## src/rtl/max7219_ctrl.sv

```systemverilog
// max7219_ctrl: MAX7219 init sequencer and dirty-digit refresher driving a byte SPI master.
module max7219_ctrl #(
  parameter logic [3:0] INTENSITY   = 4'h8,
  parameter logic [2:0] SCAN_LIMIT  = 3'h7,
  parameter logic [7:0] DECODE_MODE = 8'h00
) (
  input  logic       clk,
  input  logic       rst,
  input  logic       digit_we,
  input  logic [2:0] digit_addr,
  input  logic [7:0] digit_data,
  output logic       spi_start,
  output logic [7:0] spi_data,
  input  logic       spi_busy,
  input  logic       spi_new_data,
  output logic       cs_n,
  output logic       ready
);
  typedef enum logic [2:0] {INIT, IDLE, LOAD_HI, WAIT_HI, LOAD_LO, WAIT_LO, GAP} state_t;
  state_t state;
  logic [2:0] init_idx, sel;
  logic [15:0] frame, init_frame;
  logic gap_cnt, any_dirty;
  logic [7:0] digits [8];
  logic [7:0] dirty, wr_mask, clr_mask;
  always_comb begin
    init_frame = init_idx == 3'd0 ? 16'h0C00 :
                 init_idx == 3'd1 ? 16'h0F00 :
                 init_idx == 3'd2 ? {8'h09, DECODE_MODE} :
                 init_idx == 3'd3 ? {8'h0B, 5'b0, SCAN_LIMIT} :
                 init_idx == 3'd4 ? {8'h0A, 4'b0, INTENSITY} : 16'h0C01;
  end
  // lowest-index dirty digit wins
  always_comb begin
    sel = '0;
    for (int i = 7; i >= 0; i--) if (dirty[i]) sel = 3'(i);
  end
  assign any_dirty = |dirty;
  assign wr_mask   = digit_we ? 8'(1) << digit_addr : 8'h00;
  // a same-cycle write to the captured digit re-sets its dirty bit
  assign clr_mask  = (state == IDLE && any_dirty) ? 8'(1) << sel : 8'h00;
  always_ff @(posedge clk or posedge rst) begin
    if (rst) begin
      state     <= INIT;
      init_idx  <= '0;
      frame     <= '0;
      gap_cnt   <= 1'b0;
      cs_n      <= 1'b1;
      spi_start <= 1'b0;
      spi_data  <= '0;
      ready     <= 1'b0;
      dirty     <= 8'hFF;
      for (int i = 0; i < 8; i++) digits[i] <= '0;
    end else begin
      dirty     <= (dirty & ~clr_mask) | wr_mask;
      spi_start <= 1'b0;
      if (digit_we) digits[digit_addr] <= digit_data;
      case (state)
        INIT: begin
          frame <= init_frame;
          cs_n  <= 1'b0;
          state <= LOAD_HI;
        end
        IDLE: if (any_dirty) begin
          frame <= {8'(sel) + 8'd1, digits[sel]};
          cs_n  <= 1'b0;
          state <= LOAD_HI;
        end
        LOAD_HI: if (!spi_busy) begin
          spi_start <= 1'b1;
          spi_data  <= frame[15:8];
          state     <= WAIT_HI;
        end
        WAIT_HI: if (spi_new_data) state <= LOAD_LO;
        LOAD_LO: if (!spi_busy) begin
          spi_start <= 1'b1;
          spi_data  <= frame[7:0];
          state     <= WAIT_LO;
        end
        WAIT_LO: if (spi_new_data) begin
          cs_n    <= 1'b1;
          gap_cnt <= 1'b0;
          state   <= GAP;
        end
        GAP: begin
          gap_cnt <= 1'b1;
          if (gap_cnt) begin
            if (ready) state <= IDLE;
            else if (init_idx == 3'd5) begin
              ready <= 1'b1;
              state <= IDLE;
            end else begin
              init_idx <= init_idx + 3'd1;
              state    <= INIT;
            end
          end
        end
        default: state <= INIT;
      endcase
    end
  end
endmodule

```

## config.mk

```make
export PLATFORM = sky130hd
export DESIGN_NAME = max7219_ctrl
export DESIGN_NICKNAME = d
export VERILOG_FILES = /design/src/rtl/max7219_ctrl.sv
export SDC_FILE = /design/constraint.sdc
export NUM_CORES = 1
export LEC_CHECK = 0
export CORE_UTILIZATION = 64
export DETAILED_ROUTE_END_ITERATION = 6
export GPL_ROUTABILITY_DRIVEN = 0
export MAX_ROUTING_LAYER = met4
export PLACE_DENSITY = 0.87
export SETUP_SLACK_MARGIN = 0.05
export SLEW_MARGIN = 5
export SYNTH_ARGS = -nofsm -noshare
export SYNTH_HDL_FRONTEND = slang
export SYNTH_SLANG_ARGS = --single-unit
export TNS_END_PERCENT = 20
```

## constraint.sdc

```tcl
create_clock -name clk -period 7.7 [get_ports clk]
set_input_delay 1.155 -clock clk [delete_from_list [all_inputs] [get_ports clk]]
set_output_delay 1.155 -clock clk [all_outputs]
set_load 0.02 [all_outputs]
```

After elaboration in Yosys (flattened, before gate mapping)
Index checks and enable logic that the tools add are counted.
- register bits: 106
- bits of input ports: 16
- output and inout port bits: 11
- word-level logic and storage cells: 109
- $add $sub $neg: 2
- $lt $le $gt $ge: 3
- equality and inequality tests: 17
- shifts and indexed selects: 2
- mux-type cells: 44
- bitwise gates (word level): 7
- reductions and logical operators: 17
- operator list (operator ; number):
    bitwise mux 64 bit ; 1
    2-to-1 mux 8 bit ; 7
    2-to-1 mux 11 bit ; 5
    2-to-1 mux 3 bit ; 14
    case mux 16 bit (2 select lines) ; 1
    binary-select mux 8 bit (select 3 bit) ; 1
    demux 8 bit (select 3 bit) ; 1
    case mux 3 bit (7 select lines) ; 1
    2-to-1 mux 16 bit ; 1
    case mux 8 bit (2 select lines) ; 1
    left shift 1 x 3 -> 8 bit, first input constant ; 2
    == test 3 bit, second input constant ; 5
    == test 3 x 2 -> 1 bit, second input constant ; 4
    inequality test 2 bit, second input constant ; 6
    2-to-1 mux 1 bit ; 9
    AND 8 bit ; 1
    greater-or-equal comparator 4 bit, second input constant ; 2
    NOT 3 -> 4 bit ; 2
    NOT 8 bit ; 1
    OR 8 bit ; 1
    OR reduction 8 bit ; 1
    == test 3 x 1 -> 1 bit, second input constant ; 2
    zero test 3 bit ; 2
    AND reduction 2 bit ; 3
    other kinds (13) ; 18

Longest topological paths before layout
Gate-level depths: netlist of the first run.
- depth after elaboration: 14
- gate-level depth with buffers: 9
- gate-level depth less buffers: 8

Worst setup path before layout of the first run
No wires, ideal clock.
- kind: input-to-reg
- from: input digit_addr[2]
- to: register digits[48] (netlist name)
- arrival: 2336 ps
- setup slack: 5239 ps
- cell stages on the path: 4
- path buffers: 1
- cells stage by stage: clkbuf_1 -> nand2b_1 -> nor3b_2 -> mux2_2
- word-level cells in the longest chain between the ends: 6
- RTL lines (element ; RTL line ; RTL):
    start, declared ; 10 ; input logic [2:0] digit_addr,
    NOT 3 -> 4 bit (not written as such) (*) ; 57 ; if (digit_we) digits[digit_addr] <= digit_data;
    greater-or-equal comparator 4 bit (not written as such) / < comparator 4 x 1 -> 1 bit (equally long branches) ; 57 ;
    logical AND 1 bit (not written as such) ; 57 ;
    2-to-1 mux 8 bit (not written as such) ; 57 ;
    demux 8 bit (select 3 bit) (*) ; 57 ;
    bitwise mux 64 bit (*) ; 57 ;
    end signal, assigned by index ; 57 ;
    end, declared ; 24 ; logic [7:0] digits [8];
Mark *: on every way between the ends. The rest lies on a longest branch, timed or not.
A chain may end at the register's enable or synchronous reset.

Worst setup path in the final report of the first run
- from: input digit_addr[2]
- to: register digits[40] (netlist name)
Same word-level chain as after synthesis.

==> results.py, run 1 <==
metrics = {
    "detailed_routing": {
        "drtIter0Drc": 201,
        "routedWlPerCell_microns": 19.47,
        "drc": 0,
        "via_count": 3562,
        "routed_wl_microns": 10920,
        "drt_first_pass_iters": 4,
        "antenna_left": 0,
        "via_per_inst": 6.349,
    },
    "placed_design": {
        "port_buffers": 26,
        "dpl_cell_area_sq_um": 5318,
        "dp_hpwl_microns": 7462,
    },
    "grt": {
        "grt_pass1_vias": 3528,
        "grt-ovfl-total": 0,
        "grt_max_degree": 69,
        "grt_usage_pct": 29.42,
        "grt_antenna_before_repair": 0,
        "grt_pass1_wl_microns": 17990,
    },
    "synthesis": {
        "syn_inst": 441,
        "ys_seq_elements": 102,
        "synth_cell_types": 62,
        "synth_edf_count": 0,
        "synth_largest_area_cell": "dfrtp_1",
        "synthAdderAreaFrac_pct": 2.483,
        "syn_area_sq_um": 5040,
        "async_reset_ff_share_pct": 100.0,
        "synth_nets": 467,
        "synth_compound_area_share_pct": 11.49,
        "yosys_warnings": 0,
        "synth_area_leaders": "dfrtp_1 (46%), mux2_2 (15%), dfstp_2 (4.7%)",
        "yosysSeqAreaShare_pct": 50.87,
        "avgSynthCellArea_sq_um": 11.43,
        "synth_top_family_by_area": "multiplexers",
        "synth-xor-area-share_pct": 0.3476,
        "synth-simple-area-share_pct": 12.91,
        "synth.mux.area_fraction_pct": 18.69,
        "netlist.area_leader.share_pct": 46.18,
        "synthFlopType": "dfrtp_1",
    },
    "hold_path": {
        "hold_end": "spi_data[3]",
        "hp-class": "reg -> reg",
        "min_from": "spi_data[3]",
        "whs_path_depth": 2,
    },
    "setup_path": {
        "crit_chain": "clkdlybuf4s50_1 > nand2b_1 > nor3b_2 > mux2_2",
        "cp-start-kind": "input port",
        "r2r-start": "dirty[4]",
        "path_buf_inv": 1,
        "critPathKind": "in -> reg",
        "timing.rr.end": "frame[4]",
        "slowest_delay_ns": 0.80,
        "critPathRequiredTime_ns": 7.96,
        "critPathSlowestCell": "nor3b_2",
        "cp.arrival_ns": 3.14,
        "critical_path.top_delay_family": "simple AND/OR/NAND/NOR gates",
        "cp.depth": 4,
        "worstPathMaxFanout": 9,
        "ff2ff_path_depth": 7,
        "crit_path_end_kind": "flop",
        "rrSetupSlack_ns": 5.26,
    },
    "clocking": {
        "cts_num_sinks": 102,
        "holdBufCountCts": 0,
        "post_cts_buffers": 0,
        "cts_tree": "done",
        "cts.reportedPaths.clkPinSlew_ns": 0.09,
        "cts_resized": 0,
        "cts_buffer_depth": 2,
        "numCtsBuffers": 9,
        "clock_latency_ns": 0.38,
        "cts-root-buf": "clkbuf_8",
        "htreeDepth": 3,
    },
    "final_layout": {
        "layout-area-overhead-vs-synth_pct": 9.086,
        "antenna_cells": 0,
        "layout_common_cells": "dfrtp_1 (93), mux2_2 (66), nand2_1 (58), clkdlybuf4s50_1 (26), o21ai_0 (25)",
        "final_nets": 483,
        "drive_gt1_share_pct": 23.38,
        "layout_commonest_cell": "dfrtp_1",
        "stdcell_area_sq_um": 5498,
    },
    "sta": {
        "drv_slew": 0,
        "finalSetupViolCount": 0,
        "hold_viol_final": 0,
        "relSlewSlack_pct": 35.51,
        "finalCriticalPeriod_ns": 2.882,
        "worst_pin_slew_ns": 0.9632,
        "tns_ns": 0,
        "clock_skew_ns": 0.01094,
        "timing.fmax_mhz": 346.9,
        "min_period_over_period_pct": 37.43,
        "rsz0062_at_grt": "false",
    },
    "floorplanning": {
        "die_area_sq_um": 8234,
        "boundaryPins": 27,
        "coreArea_sq_um": 7447,
        "fp.dieH_microns": 90.74,
        "row_count": 31,
        "initial_core_util_pct": 67.67,
        "die_w_microns": 90.74,
    },
    "power_and_ir_drop": {
        "seqPwrFrac_pct": 46.4,
        "power.density_nw_per_um2": 321.4,
        "power_leakage_uw": 0.002319,
        "netSwitchingPower_uw": 655.5,
        "irDropWorstVdd_uv": 164.7,
        "power.internal_uw": 1111,
        "swShare_pct": 37.10,
        "combPwrFrac_pct": 35.6,
        "p_clk_share_pct": 17.9,
    },
    "run": {
        "cap_violations": 0,
    },
    "outcome": {
        "status": "completed",
    },
}
[stage by stage]
step | std cells | hold slack [ns] | total power (uW) | setup WS [ns] | utilization, %
2_1_floorplan | 441 | 0.4436 | 1282 | 3.884 | -
3_3_place_gp | 545 | 0.4621 | 1411 | 4.572 | 71.40
3_5_place_dp | 545 | 0.4686 | 1449 | 4.438 | 71.40
4_1_cts | 561 | 0.4893 | 1761 | 4.857 | 73.82
5_1_grt | 561 | 0.5070 | 1871 | 4.739 | 73.82
6_report | 561 | 0.4859 | 1767 | 4.818 | 73.82
[power by group through the flow]
stage	clock [uW]	combinational, uW	sequential (uW)
3_3_place_gp	0	594	817
5_1_grt	342	690	839
6_report	317	630	821
2_1_floorplan	0	491	791
4_1_cts	319	625	817
3_5_place_dp	0	621	828
[tightest hold or removal path, delay by kind of cell, from the launching register on]
kind,cells,cell delay [ns]
flops,1,0.35
compound gates,1,0.06
simple gates,1,0.05
[area by class of cell]
cell class | count | area [sq um]
clock inverters | 3 | 21.27
repair buffers | 27 | 267.8
well taps | 99 | 123.9
fillers | 513 | 1949
clock buffers | 13 | 158.9
inverters | 12 | 47.55
multi-input cells | 305 | 2315
flip-flops and latches | 102 | 2564
[metal layers]
layer	wire length [microns]	vias to the layer above	track usage, %
li1	-	1616	-
met1	4729	1785	39.36
met2	5209	134	43.88
met3	719	27	6.145
met4	265	0	12.23
met5	0	-	-
[flip-flops by register name, indices dropped and copies added, names as in the netlist, 3 cells and up]
| register | cells |
|---|---|
| dirty | 8 |
| init_idx | 3 |
| digits | 64 |
| state | 3 |
| spi_data | 8 |
| frame | 12 |
[how the worst max path moves through the flow]
stage	to	slack [ns]	startpoint
after CTS	digits[40]	4.86	digit_addr[2]
after detailed placement	digits[40]	4.44	digit_addr[2]
after global routing	digits[40]	4.74	digit_addr[2]
after global placement	digits[40]	4.57	digit_addr[2]
final	digits[40]	4.82	digit_addr[2]
after floorplan	digits[0]	3.88	rst
[cells by family after synthesis]
group	Yosys count
AND/OR/NAND/NOR	127
multiplexers	83
XOR/XNOR	2
buffers and inverters	34
AO/OA/AOI/OAI	83
adder cells (fa/ha/maj)	10
flip-flops	102
[cells in the mapped netlist (4+ instances only)]
cell      count
a211oi_1      5
a21o_1        5
a21oi_1       9
a221o_1       4
a22o_1        4
clkbuf_1     16
dfrtp_1      93
dfstp_2       9
ha_1         10
inv_1        11
mux2_2       66
mux2i_1      15
nand2_1      58
nand3_1      13
nand4_1       4
nor2_1       18
nor2b_1       5
nor3_1        4
o21ai_0      25
Note: power is estimated with default switching activity, not from simulation.
==> run 2: changes to the inputs <==
--- a/config.mk
+++ b/config.mk
@@ -5,11 +5,11 @@
 export SDC_FILE = /design/constraint.sdc
 export NUM_CORES = 1
 export LEC_CHECK = 0
-export CORE_UTILIZATION = 64
+export CORE_UTILIZATION = 54
 export DETAILED_ROUTE_END_ITERATION = 6
 export GPL_ROUTABILITY_DRIVEN = 0
 export MAX_ROUTING_LAYER = met4
-export PLACE_DENSITY = 0.87
+export PLACE_DENSITY = 0.79
 export SETUP_SLACK_MARGIN = 0.05
 export SLEW_MARGIN = 5
 export SYNTH_ARGS = -nofsm -noshare
==> constraint.sdc (replaced) <==
create_clock -name clk -period 2.5 [get_ports clk]
set_input_delay 0.375 -clock clk [delete_from_list [all_inputs] [get_ports clk]]
set_output_delay 0.375 -clock clk [all_outputs]
set_load 0.02 [all_outputs]
==> run 2 against run 1 <==
Flip-flop and latch count stayed put. Register-to-register slack lost 4.9 ns. Critical endpoint is now frame[4]. Global-route usage down 4.1 points. Sequential share of layout area shrank 1.5 points. Via count down 0.70%. Non-clock buffer count is 16 higher. Utilization fell by 10 points. Clock skew fell by 0.0011 ns. Final cell count rose by 4.3%. Critical path depth increased by 3. Critical path type is now reg -> reg. Design area increased by 3.2%.
==> results.py, run 2 (same netlist as run 1, synthesis figures left out) <==
metrics = {
    "sta": {
        "worst_pin_slew_ns": 0.6706,
        "finalSetupViolCount": 0,
        "drv_slew": 0,
        "rsz0062_at_grt": "false",
        "finalCriticalPeriod_ns": 2.189,
        "min_period_over_period_pct": 87.57,
        "tns_ns": 0,
        "hold_viol_final": 0,
        "relSlewSlack_pct": 55.20,
        "clock_skew_ns": 0.009886,
        "timing.fmax_mhz": 456.8,
    },
    "placed_design": {
        "dp_cells": 570,
        "dp_hpwl_microns": 7812,
        "port_buffers": 26,
    },
    "final_layout": {
        "top_register": "digits",
        "antenna_cells": 0,
        "final_nets": 499,
        "biggestRegsByFlops": "digits x64, frame x12",
        "drive_gt1_share_pct": 26.21,
        "layoutNonFillerInstCount": 585,
        "layout_commonest_cell": "dfrtp_1",
        "layout-area-overhead-vs-synth_pct": 12.61,
        "largest_reg_flops": 64,
        "layout_common_cells": "dfrtp_1 (93), mux2_2 (66), nand2_1 (58), clkdlybuf4s50_1 (26), o21ai_0 (25)",
    },
    "grt": {
        "met1_usage_pct": 33.35,
        "grt_pass1_vias": 3554,
        "grt-ovfl-total": 0,
        "gr-usage-met2_pct": 40.74,
        "grt_max_degree": 39,
        "use_met3_pct": 5.461,
        "gr-max-usage-layer": "met2",
        "grt_usage_pct": 25.30,
        "grt_antenna_before_repair": 0,
        "grt_pass1_wl_microns": 18310,
    },
    "setup_path": {
        "path_buf_inv": 1,
        "critPathRequiredTime_ns": 2.75,
        "critPathSlowestCell": "dfstp_2",
        "crit_path_end_kind": "flop",
        "cp.arrival_ns": 2.44,
        "cp-start-kind": "flop",
        "critical_path.top_delay_family": "compound AO/OA/AOI/OAI gates",
        "slowest_delay_ns": 0.40,
        "crit_chain": "or2_1 > o21a_4 > nor2_8 > inv_1 > and2_1 > a2111oi_0 > o41ai_1",
        "worstPathMaxFanout": 12,
        "critPathKind": "reg -> reg",
    },
    "clocking": {
        "cts_buffer_depth": 2,
        "htreeDepth": 3,
        "holdBufCountCts": 0,
        "cts_tree": "done",
        "cts-root-buf": "clkbuf_8",
        "numCtsBuffers": 9,
        "cts_num_sinks": 102,
        "clock_latency_ns": 0.37,
        "post_cts_buffers": 0,
        "cts.reportedPaths.clkPinSlew_ns": 0.10,
        "cts_resized": 0,
    },
    "detailed_routing": {
        "drt_first_pass_iters": 4,
        "routed_wl_microns": 11100,
        "via_count": 3537,
        "routedWlPerCell_microns": 18.97,
        "drc": 0,
        "antenna_left": 0,
        "drtIter0Drc": 180,
        "via_per_inst": 6.046,
    },
    "floorplanning": {
        "die_area_sq_um": 9723,
        "fp.dieH_microns": 98.61,
        "boundaryPins": 27,
        "die_w_microns": 98.61,
        "initial_core_util_pct": 56.68,
        "coreArea_sq_um": 8891,
        "row_count": 34,
    },
    "power_and_ir_drop": {
        "power_leakage_uw": 0.002413,
        "power.density_nw_per_um2": 982.0,
        "irDropWorstVdd_uv": 418.8,
    },
    "outcome": {
        "status": "completed",
    },
    "run": {
        "cap_violations": 0,
    },
    "hold_path": {
        "hp-class": "in -> async",
    },
}
## run 2: changes by cell type in the layout (fill, tap and decap cells not counted), sizes merged
cell    previous run  this run
clkinv             2         1
inv               12        15
buf                1        17
clkbuf            13         9
bufinv             0         1
## run 2: layout make-up
type                    instances  area (sq um)
well taps                     108         135.1
inverters                      12         48.80
clock buffers                   9         123.9
repair buffers                 43         412.9
multi-input cells             305          2315
clock inverters                 6         76.32
flip-flops and latches        102          2564
fillers                       700          3216
## run 2: report_power, final
group	internal (uW)	leakage (uW)	switching (uW)	total, uW
registers	2130	0.00123	385	2520
clock network	477	0.000103	581	1060
logic	931	0.00108	1070	2000
total	3540	0.00241	2030	5570
## run 2: metal layers
metal  vias to the layer above  share of wire, %
met1                      1769                45
li1                       1648                 -
met3                        10               5.7
met4                         0              0.77
met5                         -                 0
met2                       110                49
## run 2: worst paths after layout
check	from	cells after the start	endpoint	slack, ns
setup / recovery	dirty[4]	7	frame[4]	0.31
hold / removal	rst	2	digits[16]	0.43
setup reg to reg	dirty[4]	7	frame[4]	0.31
hold reg to reg	frame[10]	2	frame[10]	0.49
max in group asynchronous	rst	3	dirty[0]	1.39
min in group clk	frame[10]	2	frame[10]	0.49
## run 2: metrics by stage
stage / power, uW / hold WS, ns / area, sq um / utilization, % / setup WS [ns]
2_1_floorplan: 3949 / 0.4436 / 5044 / - / 0.5076
3_3_place_gp: 4404 / 0.4636 / 5475 / 61.58 / 0.4161
3_5_place_dp: 4505 / 0.4713 / 5475 / 61.58 / 0.3745
4_1_cts: 5586 / 0.4258 / 5675 / 63.83 / 0.3382
5_1_grt: 5911 / 0.4610 / 5675 / 63.83 / 0.1175
6_report: 5573 / 0.4319 / 5675 / 63.83 / 0.3108
==> run 3: changes to the inputs <==
--- a/config.mk
+++ b/config.mk
@@ -6,10 +6,11 @@
 export NUM_CORES = 1
 export LEC_CHECK = 0
 export CORE_UTILIZATION = 54
+export CTS_CLUSTER_SIZE = 16
 export DETAILED_ROUTE_END_ITERATION = 6
 export GPL_ROUTABILITY_DRIVEN = 0
 export MAX_ROUTING_LAYER = met4
-export PLACE_DENSITY = 0.79
+export PLACE_DENSITY = 0.73
 export SETUP_SLACK_MARGIN = 0.05
 export SLEW_MARGIN = 5
 export SYNTH_ARGS = -nofsm -noshare
==> run 3 against run 2 <==
Routed wire length down 1.2%. Combinational power is essentially flat. Count of clock-buffer cells in the layout is 2 higher. Setup slack worse by 0.083 ns. Utilization shrank 0.44 points. Hold slack better by 0.042 ns. Sequential share of layout area up 0.31 points. Clock power about the same. Design area decreased by 0.68%. Clock skew increased by 0.00066 ns. Via count fell by 1.5%.
==> results.py, run 3 (same netlist as run 1, synthesis figures left out) <==
metrics = {
    "power_and_ir_drop": {
        "netSwitchingPower_uw": 1994,
        "p_clk_share_pct": 18.9,
        "power_leakage_uw": 0.002390,
        "power.density_nw_per_um2": 981.0,
        "combPwrFrac_pct": 36.0,
        "swShare_pct": 36.06,
        "finalPower_uw": 5529,
        "irDropWorstVdd_uv": 351.6,
        "power.internal_uw": 3536,
        "seqPwrFrac_pct": 45.1,
    },
    "clocking": {
        "cts-root-buf": "clkbuf_8",
        "cts_tree": "done",
        "post_cts_buffers": 0,
        "holdBufCountCts": 0,
        "clock_latency_ns": 0.37,
        "numCtsBuffers": 9,
        "cts_num_sinks": 102,
        "htreeDepth": 3,
        "cts_resized": 0,
        "cts.reportedPaths.clkPinSlew_ns": 0.10,
        "cts_buffer_depth": 2,
    },
    "floorplanning": {
        "boundaryPins": 27,
        "coreArea_sq_um": 8891,
        "initial_core_util_pct": 56.68,
        "die_w_microns": 98.61,
        "row_count": 34,
        "fp.dieH_microns": 98.61,
        "die_area_sq_um": 9723,
    },
    "setup_path": {
        "timing.rr.end": "frame[0]",
        "critPathRequiredTime_ns": 2.77,
        "crit_path_end_kind": "flop",
        "crit_path_start": "dirty[2]",
        "critPathKind": "reg -> reg",
        "worstPathMaxFanout": 19,
        "cp.arrival_ns": 2.54,
        "rrSetupSlack_ns": 0.23,
        "r2r-start": "dirty[2]",
        "ff2ff_path_depth": 6,
        "cp-start-kind": "flop",
    },
    "sta": {
        "worst_pin_slew_ns": 0.5395,
        "finalSetupViolCount": 0,
        "hold_ws_ns": 0.4734,
        "drv_slew": 0,
        "min_period_over_period_pct": 90.89,
        "tns_ns": 0,
        "hold_viol_final": 0,
        "relSlewSlack_pct": 63.10,
        "clock_skew_ns": 0.01054,
        "fin_ws_ns": 0.2276,
        "timing.fmax_mhz": 440.1,
        "finalCriticalPeriod_ns": 2.272,
        "rsz0062_at_grt": "false",
    },
    "final_layout": {
        "biggestRegsByFlops": "digits x64, frame x12",
        "finalCoreUtilization_pct": 63.40,
        "antenna_cells": 0,
        "drive_gt1_share_pct": 25.68,
        "layout_commonest_cell": "dfrtp_1",
        "largest_reg_flops": 64,
        "layout_common_cells": "dfrtp_1 (93), mux2_2 (66), nand2_1 (58), clkdlybuf4s50_1 (26), o21ai_0 (25)",
        "final_nets": 497,
        "top_register": "digits",
        "fillerInstances": 705,
        "layout-area-overhead-vs-synth_pct": 11.84,
    },
    "detailed_routing": {
        "via_count": 3483,
        "via_per_inst": 5.974,
        "antenna_left": 0,
        "drtIter0Drc": 254,
        "routedWlPerCell_microns": 18.80,
        "routed_wl_microns": 10960,
        "drt_first_pass_iters": 5,
        "drc": 0,
    },
    "run": {
        "cap_violations": 0,
    },
    "grt": {
        "grt_pass1_vias": 3531,
        "grt_pass1_wl_microns": 18290,
        "grt-ovfl-total": 0,
        "grt_antenna_before_repair": 0,
        "grt_usage_pct": 25.39,
        "grt_max_degree": 103,
    },
    "placed_design": {
        "dpl_worst_slack_ns": 0.2546,
        "port_buffers": 26,
        "dp_hpwl_microns": 7608,
    },
    "outcome": {
        "status": "completed",
    },
    "hold_path": {
        "hp-class": "in -> async",
    },
}
==> run 3: changes by cell type in the layout (fill, tap and decap cells not counted) <==
cell	delta
buf_4	-1
clkbuf_8	+1
clkinv_2	+2
clkinvlp_4	+1
clkbuf_1	+1
buf_12	-1
inv_8	-1
inv_6	-3
clkinv_4	-1
==> run 3: worst max-delay path by stage <==
stage / end / slack [ns] / cells after the start
finish: frame[0] / 0.23 / 6
global route: frame[0] / 0.14 / 6
CTS: frame[0] / 0.24 / 6
detailed placement: frame[0] / 0.25 / 6
global placement: frame[4] / 0.31 / 7
floorplan: frame[10] / 0.51 / 8
==> run 3: worst max-delay path, cell delays in order (launching register included) <==
cell,delay (ns)
dfstp_2,0.59
nor2b_1,0.08
o21bai_2,0.18
nand2_4,0.20
inv_2,0.23
mux4_1,0.58
a211o_1,0.30
==> run 3: stage by stage <==
step                      cells  instance area, sq um
after floorplan             441                  5044
after global placement      568                  5448
after detailed placement    568                  5448
after CTS                   583                  5637
after global routing        583                  5637
final                       583                  5637
==> run 3: final cells by class <==
| cell class | instances | area, sq um | share of cell area, % |
|---|---|---|---|
| clock buffer | 11 | 141.4 | 2.508 |
| clock inverter | 4 | 47.55 | 0.8435 |
| inverter | 12 | 48.80 | 0.8657 |
| multi-input combinational | 305 | 2315 | 41.07 |
| sequential | 102 | 2564 | 45.48 |
| tap | 108 | 135.1 | 2.397 |
| timing repair buffer | 41 | 385.4 | 6.837 |
==> run 3: power groups by stage <==
| stage | Sequential (uW) | Clock (uW) | Combinational, uW |
|---|---|---|---|
| finish | 2490 | 1040 | 1990 |
| global route | 2570 | 1120 | 2200 |
| CTS | 2490 | 1050 | 1990 |
| detailed placement | 2520 | 0 | 1980 |
| global placement | 2500 | 0 | 1920 |
| floorplan | 2440 | 0 | 1510 |
==> run 3: per-layer routing <==
metal  part of all wire (%)  GRT usage (%)
met1                     47          34.95
met2                     47          38.79
met3                    5.7          4.255
met4                    1.2          7.922
met5                      0              -
==> edit 1, RTL diff (settings of run 3) <==
The parameter `SCAN_LIMIT` goes from 3'h7 to 3'h4.
--- a/src/rtl/max7219_ctrl.sv
+++ b/src/rtl/max7219_ctrl.sv
@@ -2,5 +2,5 @@
 module max7219_ctrl #(
   parameter logic [3:0] INTENSITY   = 4'h8,
-  parameter logic [2:0] SCAN_LIMIT  = 3'h7,
+  parameter logic [2:0] SCAN_LIMIT  = 3'h4,
   parameter logic [7:0] DECODE_MODE = 8'h00
 ) (
Behaviour: same outputs for any inputs over 10 cycles, from zero or initial values and one cycle with rst high; that may be too few to reach the edited logic, so the function may still have changed.
==> edit 1 against run 3 <==
- the flow now finishes with violations (design-rule violations)
- synthesized area decreased by 1.9%
- worst setup slack lost 1.4 ps
- sequential cell count is the same
- cell area shrank 1.0%
- sequential share of layout area rose by 0.47 points
- routed wire length fell by 3.3%
- total power down 2.3%
- fmax hardly changed
==> edit 1: results (changes against run 3) <==
set qor(violations_in_the_final_reports) {design-rule violations}
set qor(worstRegToRegCells) 7 ;# was 6
set qor(grt_start_max_net_pins) 50 ;# was 103
set qor(avgSynthCellArea_sq_um) 11.36 ;# was 11.43 sq um
set qor(hpwl_microns) 7363 ;# was 7608 microns
set qor(synth_xor_xnor_area_share_pct) 0.3543 ;# was 0.3476%
set qor(global_route.usage.total_pct) 24.66 ;# was 25.39%
set qor(dp_cells) 569 ;# was 568
set qor(worst_r2r_start) {dirty[6]} ;# was dirty[2]
set qor(postRouteWirelength_microns) 10600 ;# was 10960 microns
set qor(nNetsFinal) 498 ;# was 497
set qor(seq_area_frac_synth_pct) 51.86 ;# was 50.87%
set qor(drtPass1Iterations) 7 ;# was 5
set qor(vias_per_cell) 5.942 ;# was 5.974
set qor(leakagePower_nw) 2.393 ;# was 2.390 nW
set qor(timing.clock.skew_ps) 5.344 ;# was 10.54 ps
set qor(met3_wirelength_microns) 461 ;# was 622 microns
set qor(global_route.usage.met1_pct) 34.36 ;# was 34.95%
set qor(first_global_vias) 3344 ;# was 3531
set qor(grt_pass1_wl_microns) 17570 ;# was 18290 microns
set qor(worst-path-max-fanout) 15 ;# was 19
set qor(critPathCapture) {frame[3]} ;# was frame[0]
set qor(status) {finished with violations} ;# was complete, no violations
set qor(synth.area.mux_share_pct) 18.91 ;# was 18.69%
set qor(detail_route.iter0.violations) 233 ;# was 254
set qor(wl_met1_microns) 5037 ;# was 5106 microns
set qor(drc_errors) 8 ;# was 0
set qor(worst-endpoint-arrival_ps) 2520 ;# was 2540 ps
set qor(global_route.usage.met2_pct) 36.55 ;# was 38.79%
set qor(route.met2.wl_microns) 4968 ;# was 5096 microns
set qor(postPlaceCellArea_sq_um) 5409 ;# was 5448 sq um
set qor(power.ir.vdd_worst_uv) 414.9 ;# was 351.6 uV
set qor(synth-compound-area-share_pct) 10.20 ;# was 11.49%
set qor(synthTopCellsByArea) {sky130_fd_sc_hd__dfrtp_1, sky130_fd_sc_hd__mux2_2, sky130_fd_sc_hd__dfstp_2} ;# unchanged
set qor(synth.net_count) 461 ;# was 467
edit 1: power breakdown:
part	internal (mW)	total [mW]	switching [mW]
combinational	0.912	1.96	1.05
sequential	2.13	2.52	0.387
clock	0.389	0.924	0.534
edit 1: cells by family after synthesis:
logic type	Yosys count
adders and majority gates	10
buffers and inverters	27
muxes	85
and+or+nand+nor	135
DFF	102
xor gates and xnor gates	2
AOI/OAI and AO/OA	74
edit 1: layout make-up:
class	instances	area (sq um)
Timing Repair Buffer	42	417.9
Sequential cell	102	2564
Clock inverter	3	20.02
Inverter	11	46.29
Clock buffer	13	148.9
Fill cell	688	3227
Multi-Input combinational cell	306	2247
Tap cell	108	135.1
edit 1: how the worst min path moves through the flow:
stage / to / slack, ps / cells after the start
after floorplan: frame[10] / 450 / 2
after global placement: frame[10] / 460 / 2
after detailed placement: spi_data[0] / 470 / 2
after CTS: digits[18] / 450 / 2
after global routing: digits[8] / 480 / 2
final: digits[18] / 440 / 2
==> edit 2, RTL diff (config.mk and constraints of run 3) <==
Made on the original files. Re-encode `state_t` (7 states) as Gray code, 3 bits wide.
--- a/src/rtl/max7219_ctrl.sv
+++ b/src/rtl/max7219_ctrl.sv
@@ -17,5 +17,5 @@
   output logic       ready
 );
-  typedef enum logic [2:0] {INIT, IDLE, LOAD_HI, WAIT_HI, LOAD_LO, WAIT_LO, GAP} state_t;
+  typedef enum logic [2:0] {INIT = 3'b000, IDLE = 3'b001, LOAD_HI = 3'b011, WAIT_HI = 3'b010, LOAD_LO = 3'b110, WAIT_LO = 3'b111, GAP = 3'b101} state_t;
   state_t state;
   logic [2:0] init_idx, sel;
Behaviour: same outputs for any inputs over 10 cycles, from zero or initial values and one cycle with rst high; not proved beyond that.
==> edit 2 against run 3 <==
- the run now ends with design-rule violations left
- count of clock-buffer cells in the layout rose by 1
- total power rose by 0.16%
- sequential cell count did not move
- die area fell by 1.1%
- sequential share of layout area rose by 0.23 points
- routed wire length fell by 4.9%
- cell count fell by 2.7%
- synthesized area fell by 1.1%
- worst setup slack improved by 53 ps
- critical path depth did not move
- cell area fell by 0.51%
- synthesized cell count fell by 5.4%
- critical path type unchanged
- largest power group unchanged
==> edit 2: results (changes against run 3) <==
set qor(worst-endpoint-arrival_ps) 2470 ;# was 2540 ps
set qor(nNetsFinal) 482 ;# was 497
set qor(leakagePower_nw) 2.552 ;# was 2.390 nW
set qor(filler_cell_count) 727 ;# was 705
set qor(synth_xor_xnor_area_share_pct) 0.3514 ;# was 0.3476%
set qor(first_global_vias) 3469 ;# was 3531
set qor(status) {finished with violations} ;# was complete, no violations
set qor(max_stage_delay_ps) 570 ;# was 590 ps
set qor(synth.area.mux_share_pct) 21.84 ;# was 18.69%
set qor(drtPass1Iterations) 6 ;# was 5
set qor(synth.lib_cells_used.distinct) 56 ;# was 62
set qor(worst_r2r_start) {dirty[6]} ;# was dirty[2]
set qor(drc_errors) 5 ;# was 0
set qor(timing.clock.skew_ps) 13.65 ;# was 10.54 ps
set qor(post_syn_instances) 417 ;# was 441
set qor(internal-power_mw) 3.562 ;# was 3.536 mW
set qor(synthTopCellsByArea) {sky130_fd_sc_hd__dfrtp_1, sky130_fd_sc_hd__mux2_2, sky130_fd_sc_hd__mux2i_1} ;# was sky130_fd_sc_hd__dfrtp_1, sky130_fd_sc_hd__mux2_2, sky130_fd_sc_hd__dfstp_2
set qor(violations_in_the_final_reports) {design-rule violations}
set qor(route.detailed.wl_per_inst_microns) 18.37 ;# was 18.80 microns
set qor(dr_total_vias) 3365 ;# was 3483
set qor(worst-path-max-fanout) 10 ;# was 19
set qor(timing.hold.worst.class) {in -> async} ;# unchanged
set qor(final_design_area_no_fill_sq_um) 5608 ;# was 5637 sq um
set qor(power.ir.vdd_worst_uv) 416.7 ;# was 351.6 uV
set qor(postPlaceCellArea_sq_um) 5438 ;# was 5448 sq um
set qor(worst_slew_margin_rel_pct) 47.90 ;# was 63.10%
set qor(detail_route.iter0.violations) 190 ;# was 254
set qor(hpwl_microns) 7239 ;# was 7608 microns
set qor(place_ws_ps) 280.1 ;# was 254.6 ps
set qor(seq_area_frac_synth_pct) 51.43 ;# was 50.87%
set qor(placement.io_buffers) 26 ;# unchanged
## edit 2: cell count changes in the layout (fill, tap and decap cells not counted), moves of 3 or more
cell / delta
sky130_fd_sc_hd__a211oi_1: -5
sky130_fd_sc_hd__buf_4: +3
sky130_fd_sc_hd__inv_1: -3
sky130_fd_sc_hd__mux2i_1: +15
sky130_fd_sc_hd__nand2_1: -10
sky130_fd_sc_hd__nor2_1: -6
sky130_fd_sc_hd__nor4_1: +3
sky130_fd_sc_hd__o22ai_1: -3
## edit 2: routing by layer
metal | routed length (microns) | track usage (%)
met5 | 0 | -
met3 | 497 | 4.080
met2 | 5011 | 38.89
met1 | 4800 | 33.87
met4 | 107 | 7.343
## edit 2: power by group through the flow
stage	sequential [mW]	clock, mW	combinational (mW)
5_1_grt	2.60	1.06	2.26
3_3_place_gp	2.53	0	1.98
6_report	2.52	0.971	2.04
2_1_floorplan	2.49	0	1.52
4_1_cts	2.52	0.990	2.06
3_5_place_dp	2.55	0	2.04
## edit 2: tightest hold or removal path: stages
cell                              delay, ps
sky130_fd_sc_hd__clkdlybuf4s50_1        440
sky130_fd_sc_hd__clkinvlp_4              90
sky130_fd_sc_hd__buf_12                 370
## edit 2: area by class of cell
type	count	share of cell area, %
Multi-Input combinational cell	289	40.52
Timing Repair Buffer	44	7.274
Inverter	10	1.049
Sequential cell	102	45.72
Clock buffer	12	2.410
Tap cell	108	2.410
Clock inverter	2	0.6247
## edit 2: worst paths after layout
check	slack, ps	end
max	280	frame[2]
min	470	digits[56]
max reg2reg	280	frame[2]
min reg2reg	480	spi_data[2]
max in group asynchronous	1560	digits[45]
min in group clk	480	spi_data[2]
